$ cat src/rtl/led_pwm_bank_if.sv
// Config write port of the LED PWM bank: a write strobe held by the master
// until the bank raises cfg_ready.
interface led_pwm_bank_if #(
    parameter int CH_BITS  = 3,
    parameter int PWM_BITS = 8
);
    logic                cfg_we;
    logic [CH_BITS-1:0]  cfg_ch;
    logic [1:0]          cfg_mode;
    logic [PWM_BITS-1:0] cfg_duty;
    logic                cfg_ready;

    modport master (output cfg_we, cfg_ch, cfg_mode, cfg_duty, input  cfg_ready);
    modport slave  (input  cfg_we, cfg_ch, cfg_mode, cfg_duty, output cfg_ready);
endinterface

$ cat src/rtl/led_pwm_bank.sv
// Multi-channel LED PWM bank: one shared period counter, per-channel shadow
// settings committed at period boundaries, OFF/ON/PWM/BREATHE modes.
module led_pwm_lane #(
    parameter int PWM_BITS = 8
) (
    input  logic                clk,
    input  logic                rst,
    input  logic                wr_i,
    input  logic [1:0]          mode_i,
    input  logic [PWM_BITS-1:0] duty_i,
    input  logic                commit_i,
    input  logic                step_i,
    input  logic [PWM_BITS-1:0] ctr_i,
    output logic                led_o
);
    typedef enum logic [1:0] {M_OFF = 2'd0, M_ON = 2'd1, M_PWM = 2'd2, M_BRTH = 2'd3} mode_e;

    localparam logic [PWM_BITS-1:0] LMAX = '1;

    mode_e               sh_mode_q, sh_mode_d, act_mode_q, act_mode_d;
    logic [PWM_BITS-1:0] sh_duty_q, sh_duty_d, act_duty_q, act_duty_d;
    logic [PWM_BITS-1:0] lvl_q, lvl_d;
    logic                up_q, up_d, led_q, led_d;

    always_comb begin
        sh_mode_d  = sh_mode_q;
        sh_duty_d  = sh_duty_q;
        act_mode_d = act_mode_q;
        act_duty_d = act_duty_q;
        lvl_d      = lvl_q;
        up_d       = up_q;
        if (wr_i) begin
            sh_mode_d = mode_e'(mode_i);
            sh_duty_d = duty_i;
        end
        if (commit_i) begin
            act_mode_d = sh_mode_q;
            act_duty_d = sh_duty_q;
            // Entering BREATHE seeds the level; staying in BREATHE only steps it.
            if (sh_mode_q == M_BRTH) begin
                if (act_mode_q != M_BRTH) begin
                    lvl_d = sh_duty_q;
                    up_d  = 1'b1;
                end else if (step_i) begin
                    if (up_q) begin
                        if (lvl_q == LMAX) begin
                            up_d  = 1'b0;
                            lvl_d = LMAX - 1'b1;
                        end else begin
                            lvl_d = lvl_q + 1'b1;
                        end
                    end else if (lvl_q == '0) begin
                        up_d  = 1'b1;
                        lvl_d = PWM_BITS'(1);
                    end else begin
                        lvl_d = lvl_q - 1'b1;
                    end
                end
            end
        end
        unique case (act_mode_q)
            M_OFF:   led_d = 1'b0;
            M_ON:    led_d = 1'b1;
            M_PWM:   led_d = (ctr_i < act_duty_q);
            default: led_d = (ctr_i < lvl_q);
        endcase
    end

    always_ff @(posedge clk or posedge rst) begin
        if (rst) begin
            sh_mode_q  <= M_OFF;
            sh_duty_q  <= '0;
            act_mode_q <= M_OFF;
            act_duty_q <= '0;
            lvl_q      <= '0;
            up_q       <= 1'b1;
            led_q      <= 1'b0;
        end else begin
            sh_mode_q  <= sh_mode_d;
            sh_duty_q  <= sh_duty_d;
            act_mode_q <= act_mode_d;
            act_duty_q <= act_duty_d;
            lvl_q      <= lvl_d;
            up_q       <= up_d;
            led_q      <= led_d;
        end
    end

    assign led_o = led_q;
endmodule

module led_pwm_bank #(
    parameter int CHANNELS     = 8,
    parameter int PWM_BITS     = 8,
    parameter int RAMP_DIV_LEN = 4,
    parameter int CH_BITS      = 3
) (
    input  logic                clk,
    input  logic                rst,
    led_pwm_bank_if.slave       cfg,
    output logic                period_start,
    output logic [CHANNELS-1:0] led
);
    localparam logic [PWM_BITS-1:0] CMAX = '1;

    logic [PWM_BITS-1:0]     ctr_q, ctr_d;
    logic [RAMP_DIV_LEN-1:0] per_q, per_d;
    logic                    ps_q, ps_d;
    logic                    commit, step, accept;

    // Last cycle of the period: writes are held off so the commit sees stable shadows.
    assign commit        = (ctr_q == CMAX);
    assign step          = commit && (per_q == '1);
    assign accept        = cfg.cfg_we && !commit;
    assign cfg.cfg_ready = !commit;

    always_comb begin
        ctr_d = ctr_q + 1'b1;
        per_d = commit ? per_q + 1'b1 : per_q;
        ps_d  = commit;
    end

    always_ff @(posedge clk or posedge rst) begin
        if (rst) begin
            ctr_q <= '0;
            per_q <= '0;
            ps_q  <= 1'b0;
        end else begin
            ctr_q <= ctr_d;
            per_q <= per_d;
            ps_q  <= ps_d;
        end
    end

    assign period_start = ps_q;

    // Out-of-range channel indices match no lane and are silently absorbed.
    for (genvar g = 0; g < CHANNELS; g++) begin : g_lane
        led_pwm_lane #(.PWM_BITS(PWM_BITS)) u_lane (
            .clk      (clk),
            .rst      (rst),
            .wr_i     (accept && (cfg.cfg_ch == CH_BITS'(g))),
            .mode_i   (cfg.cfg_mode),
            .duty_i   (cfg.cfg_duty),
            .commit_i (commit),
            .step_i   (step),
            .ctr_i    (ctr_q),
            .led_o    (led[g])
        );
    end
endmodule

$ cat src/flat_wrapper.sv
// flat-port wrapper written by rule: the top's interface ports become plain ports
module led_pwm_bank_flat 
#(
    parameter int CHANNELS     = 8,
    parameter int PWM_BITS     = 8,
    parameter int RAMP_DIV_LEN = 4,
    parameter int CH_BITS      = 3
)
  (clk, rst, period_start, led, cfg_cfg_we, cfg_cfg_ch, cfg_cfg_mode, cfg_cfg_duty, cfg_cfg_ready);
  led_pwm_bank_if #(.CH_BITS(CH_BITS), .PWM_BITS(PWM_BITS)) cfg_i ();
  input  logic clk;
  input  logic rst;
  output logic period_start;
  output logic [CHANNELS-1:0] led;
  input wire logic [$bits(cfg_i.cfg_we)-1:0] cfg_cfg_we;
  input wire logic [$bits(cfg_i.cfg_ch)-1:0] cfg_cfg_ch;
  input wire logic [$bits(cfg_i.cfg_mode)-1:0] cfg_cfg_mode;
  input wire logic [$bits(cfg_i.cfg_duty)-1:0] cfg_cfg_duty;
  output wire logic [$bits(cfg_i.cfg_ready)-1:0] cfg_cfg_ready;
  assign cfg_i.cfg_we = cfg_cfg_we;
  assign cfg_i.cfg_ch = cfg_cfg_ch;
  assign cfg_i.cfg_mode = cfg_cfg_mode;
  assign cfg_i.cfg_duty = cfg_cfg_duty;
  assign cfg_cfg_ready = cfg_i.cfg_ready;
  led_pwm_bank #(.CHANNELS(CHANNELS), .PWM_BITS(PWM_BITS), .RAMP_DIV_LEN(RAMP_DIV_LEN), .CH_BITS(CH_BITS)) u_core (.clk(clk), .rst(rst), .cfg(cfg_i), .period_start(period_start), .led(led));
endmodule
$ cat config.mk
export PLATFORM = sky130hd
export DESIGN_NAME = led_pwm_bank_flat
export DESIGN_NICKNAME = d
export VERILOG_FILES = /design/src/rtl/led_pwm_bank_if.sv /design/src/rtl/led_pwm_bank.sv /design/src/flat_wrapper.sv
export SDC_FILE = /design/constraint.sdc
export NUM_CORES = 1
export LEC_CHECK = 0
export ABC_AREA = 1
export BUFFER_PORTS_ARGS = -buffer_cell sky130_fd_sc_hd__buf_2
export CORE_MARGIN = 2
export CORE_UTILIZATION = 58
export DETAILED_ROUTE_END_ITERATION = 16
export PLACE_DENSITY_LB_ADDON = 0.05
export SKIP_CTS_REPAIR_TIMING = 1
export SLEW_MARGIN = 20
export SYNTH_ARGS = -nofsm -noshare
export SYNTH_HDL_FRONTEND = slang
export SYNTH_HIERARCHICAL = 1
export SYNTH_SLANG_ARGS = --single-unit
$ cat constraint.sdc
create_clock -name clk -period 2.4 [get_ports clk]
set_input_delay 0.48 -clock clk [delete_from_list [all_inputs] [get_ports clk]]
set_output_delay 0.48 -clock clk [all_outputs]
set_load 0.02 [all_outputs]
After elaboration in Yosys (flattened, before gate mapping):

Index checks and enable logic that the tools add are counted.

* eq/ne operators: 49
* add/subtract/negate cells: 18
* muxes and demuxes: 88
* reduce and logical (&&, ||, !) cells: 44
* $lt $le $gt $ge: 16

Operator list (count)
* 8-bit 2-to-1 mux: 40
* 8-bit less-than comparator: 16
* 8-bit by 1-bit adder with 8-bit output, second input constant: 9
* 8-bit == test, second input constant: 9
* 8-bit zero test: 8
* 8-bit by 1-bit subtractor with 8-bit output, second input constant: 8
* 1-bit 2-to-1 mux: 40
* 2-bit == test, second input constant: 16
* 1-bit one-hot mux with 3 select lines: 8
* 3-bit AND reduction: 8
* 2-bit by 1-bit == test with 1-bit output, second input constant: 8
* 2-bit zero test: 8
* 2-bit != test, second input constant: 8
* 2-bit nonzero test: 8
* 3-bit == test, second input constant: 4
* 1-bit logical AND: 10
* 3-bit by 2-bit == test with 1-bit output, second input constant: 2
* 4-bit by 1-bit adder with 4-bit output, second input constant: 1
* 4-bit == test, second input constant: 1
* 3-bit by 1-bit == test with 1-bit output, second input constant: 1
* 3-bit zero test: 1
* 1-bit zero test: 1

* register bits after elaboration: 253
* logic and storage cells: 274
* input bits: 16

Longest topological paths before layout:

* depth after elaboration: 5
* gate-level depth with buffers: 12
* depth with buffers taken out: 11

Hierarchy:

Netlist, hierarchy kept.

By module, submodules not included
* led_pwm_lane: sequential area each 752.0 sq um, instances 8, area an instance 2021.9 sq um, cells an instance 264
* led_pwm_bank: sequential area each 325.3 sq um, instances 1, area an instance 713.2 sq um, cells an instance 91

Least setup slack after synthesis:

Ideal clock, no wire load.

* path kind: reg-to-reg
* from: reg u_core.ctr_q[1]
* to: reg u_core.g_lane[0].u_lane.lvl_q[0]
* cell stages (with the launch flop): 10
* clock period less this slack: 2495 ps
* path buffers: 1
* data arrival time: 2365 ps
* data required time: 2270 ps
* setup slack: -95 ps
* cells stage by stage: dfrtp_1 -> ha_1 -> nand2_2 -> nor2_1 -> nand3_1 -> nor2_1 -> o21ai_2 -> clkbuf_4 -> a21oi_1 -> a22oi_2

* longest elaborated chain between the ends: 4

RTL lines
* start, declared: line led_pwm_bank.sv:106 `logic [PWM_BITS-1:0] ctr_q, ctr_d;`
* start signal, assigned: line led_pwm_bank.sv:129 `ctr_q <= ctr_d;`
* 8-bit == test: line led_pwm_bank.sv:112 `assign commit = (ctr_q == CMAX);`
* 1-bit logical AND: line led_pwm_bank.sv:113 `assign step = commit && (per_q == '1);`
* named net u_core.step: line led_pwm_bank.sv:109 `logic commit, step, accept;`
* 2-bit nonzero test (no source line)
* 3-bit AND reduction (no source line)
* end signal, assigned: line led_pwm_bank.sv:83 `lvl_q <= lvl_d;`
* end, declared: line led_pwm_bank.sv:22 `logic [PWM_BITS-1:0] lvl_q, lvl_d;`

The timed path passes the listed nets, and every way through them passes these cells.
A chain may end at the register's enable or synchronous reset.

Worst setup path after layout:

* from: reg u_core.ctr_q[4]
* to: reg u_core.g_lane[5].u_lane.up_q

* longest elaborated chain between the ends: 4

RTL lines
* 8-bit == test (*): line led_pwm_bank.sv:112
* named net u_core.commit: line led_pwm_bank.sv:109
* 1-bit logical AND: line led_pwm_bank.sv:113
* 2-bit nonzero test (no source line)
* 3-bit AND reduction (no source line) (*)
* end signal, assigned: line led_pwm_bank.sv:84 `up_q <= up_d;`
* end, declared: line led_pwm_bank.sv:23 `logic up_q, up_d, led_q, led_d;`

Mark *: on every way through the listed nets, which the timed path passes. The rest lies on a longest branch.

==> flow_metrics.tcl <==
set metrics [dict create \
    status "finished, final reports clean" \
    gp_congestion 0.9180 \
    dp_hpwl_um 30130 \
    tightest_slew_ps 598.4 \
    ys_warn_count 6 \
    grt_max_degree 37 \
    clkSinkCount 253 \
    clk_pin_slew_worst_paths_ps 60 \
    p_leak_nw 8.716 \
    synth_area_um2 16890 \
    synth_top_cell_by_area "dfrtp_1" \
    synthSimpleGateAreaFrac_pct 26.66 \
    drive_gt1_share_pct 11.33 \
    arrival_ps 2660 \
    first_global_vias 13800 \
    cts_buffer_depth 3 \
    cts_tree "done" \
    critPathKind "flip-flop to flip-flop" \
    vias 14400 \
    antenna_found_initial 0 \
    final_hold_viol_count 0 \
    cap_violations 0 \
    crit_path_max_fanout 36 \
    synth_compound_area_share_pct 14.14 \
    place_inst 2580 \
    rsz0062_at_grt "false" \
    num_rows 62 \
    synthAdderAreaFrac_pct 10.22 \
    grt_pass1_wl_um 70580 \
    synthMuxAreaShare_pct 0.5334 \
    skew_ps 10.41 \
    synth_top_family_by_area "simple AND/OR/NAND/NOR gates" \
    ys_seq_area_share_pct 37.55 \
    numCtsBuffers 28 \
    die_y_um 174.6 \
    fmax_mhz 453.8 \
    ir_worst_vdd_uv 489.2 \
    areaGrowthSynthToFinish_pct 8.416 \
    clock_latency_ps 540 \
    yosys.area_share.xor_xnor_pct 1.452 \
    die_x_um 174.6 \
    fp.dieArea_um2 30500 \
    io_buffers 25 \
    drc 0 \
    finalPower_w 0.009884 \
    final_common_cell "nand2_1" \
    cts_root_buf "clkbuf_16" \
    htreeDepth 1 \
    finalNonFillerCells 2634 \
    worst_hold_slack_ps 118.2 \
    layout_common_cells "nand2_1, inv_1, dfrtp_1" \
    grt_use_total_pct 28.62 \
    setup_viol 0 \
    final_max_slew_viol_count 0 \
    ys_seq_elements 253 \
    tns_ps 0 \
    endpoint_kind "flip-flop" \
    drt-initial-drc-count 1085 \
    start_util_pct 58.84 \
    power_density_nw_per_um2 539.8 \
    cp.required_ps 2850 \
    synth.distinct_cells 33 \
    synth_area_leaders "dfrtp_1, nand2_1, ha_1" \
    syn-mean-instance-area_um2 7.666 \
    slew_headroom_pct 60.10 \
    period_minus_slack_ps 2203 \
    antenna_left 0 \
    drt_first_pass_iters 5 \
    wl_per_cell_um 16.31 \
    core_um2 28700 \
    period_share_pct 91.81 \
    antennaDiodeCount 0 \
    hold_path_class "primary input to async pin" \
    utilization_pct 63.79 \
    worstSetupStartpointType "flip-flop" \
    syn-num-nets 2357 \
    fillCellCount 2576 \
    ios 26 \
    synth_top_area_share_pct 36.30 \
    final_nets 2382 \
    wl_um 42970 \
    synthCells 2203 \
    grt-ovfl-total 0 \
    viasPerCell 5.466 \
]
state kept, by name, summed over array words and instances (netlist names), 8 cells and up:
name	cells
u_core/g_lane.u_lane/act_mode_q	16
u_core/g_lane.u_lane/led_o	8
u_core/g_lane.u_lane/act_duty_q	64
u_core/g_lane.u_lane/up_q	8
u_core/g_lane.u_lane/sh_duty_q	64
u_core/g_lane.u_lane/lvl_q	64
u_core/g_lane.u_lane/sh_mode_q	16
u_core/ctr_q	8
critical path: stages (launching register included):
cell and delay [ps]:
dfrtp_1 380, buf_4 200, nand2_1 80, nor2_2 140, nand2_4 130, inv_6 260, nand2_1 150, nor2_1 150
o21ai_2 200, inv_1 220, nor2_1 70, a31oi_1 160
per-stage QoR:
step / area [um2] / worst slack, ps
2_1_floorplan: 16890 / 111.8
3_3_place_gp: 17270 / -88.96
3_5_place_dp: 17270 / -204.0
4_1_cts: 18280 / -215.3
5_1_grt: 18310 / 60.97
6_report: 18310 / 196.5
synthesized netlist by cell type:
master    instances
nand2_1         598
inv_1           253
dfrtp_1         245
o21ai_0         170
a21oi_1         168
nor2_1          148
nand3_1         141
ha_1            138
o21ai_1          57
nor2_4           41
xor2_1           27
buf_6            24
nand3_2          24
nand2_2          17
buf_2            16
clkbuf_1         16
o21a_1           16
nand4_1          10
nor2_2            9
a21oi_2           8
a22oi_2           8
a31oi_1           8
bufinv_8          8
clkbuf_4          8
dfstp_2           8
inv_2             8
mux2_2            8
nor3_1            8
o21ai_2           8
nand2_4           2
clkinv_2          1
nand3b_1          1
xnor2_1           1
worst paths after layout:
path,start,to,slack [ps],depth (start not counted)
max in group asynchronous,rst,u_core/g_lane[3].u_lane/up_q,1900,3
hold reg to reg,u_core/g_lane[0].u_lane/sh_duty_q[2],u_core/g_lane[0].u_lane/act_duty_q[2],480,2
setup reg to reg,u_core/ctr_q[4],u_core/g_lane[5].u_lane/up_q,200,11
hold / removal,rst,u_core/period_start,120,2
min in group clk,cfg_cfg_duty[0],u_core/g_lane[5].u_lane/sh_duty_q[0],370,3
setup / recovery,u_core/ctr_q[4],u_core/g_lane[5].u_lane/up_q,200,11
cells by family (layout without fill, tap and decap cells):
kind of cell               after synthesis  count (layout)
adders and majority gates              138             138
xor gates and xnor gates                28              28
DFF                                    253             253
muxes                                    8               8
and+or+nand+nor                        999             999
AOI/OAI and AO/OA                      443             443
buffers and inverters                  334             381
final cells by class:
class | count | area (um2) | area share (%)
clock buffers | 41 | 820.8 | 4.483
clock inverters | 11 | 186.4 | 1.018
inverters | 270 | 1129 | 6.164
multi-input cells | 1616 | 8960 | 48.93
flip-flops and latches | 253 | 6341 | 34.63
well taps | 384 | 480.5 | 2.624
repair buffers | 59 | 392.9 | 2.146
metal layers:
layer | vias up | share of wire, % | GRT usage [%]
met5 | - | 0 | 0
met4 | 0 | 2.4 | 7.708
met3 | 72 | 4.8 | 3.307
met2 | 349 | 47 | 47.07
met1 | 6772 | 46 | 40.36
li1 | 7204 | - | -
report_power, final:
part	switching (W)	internal (W)	total (W)
clock	0.00174	0.00290	0.00464
combinational	0.000403	0.000141	0.000544
sequential	0.000151	0.00455	0.00470
(Power assumes the default switching activity.)
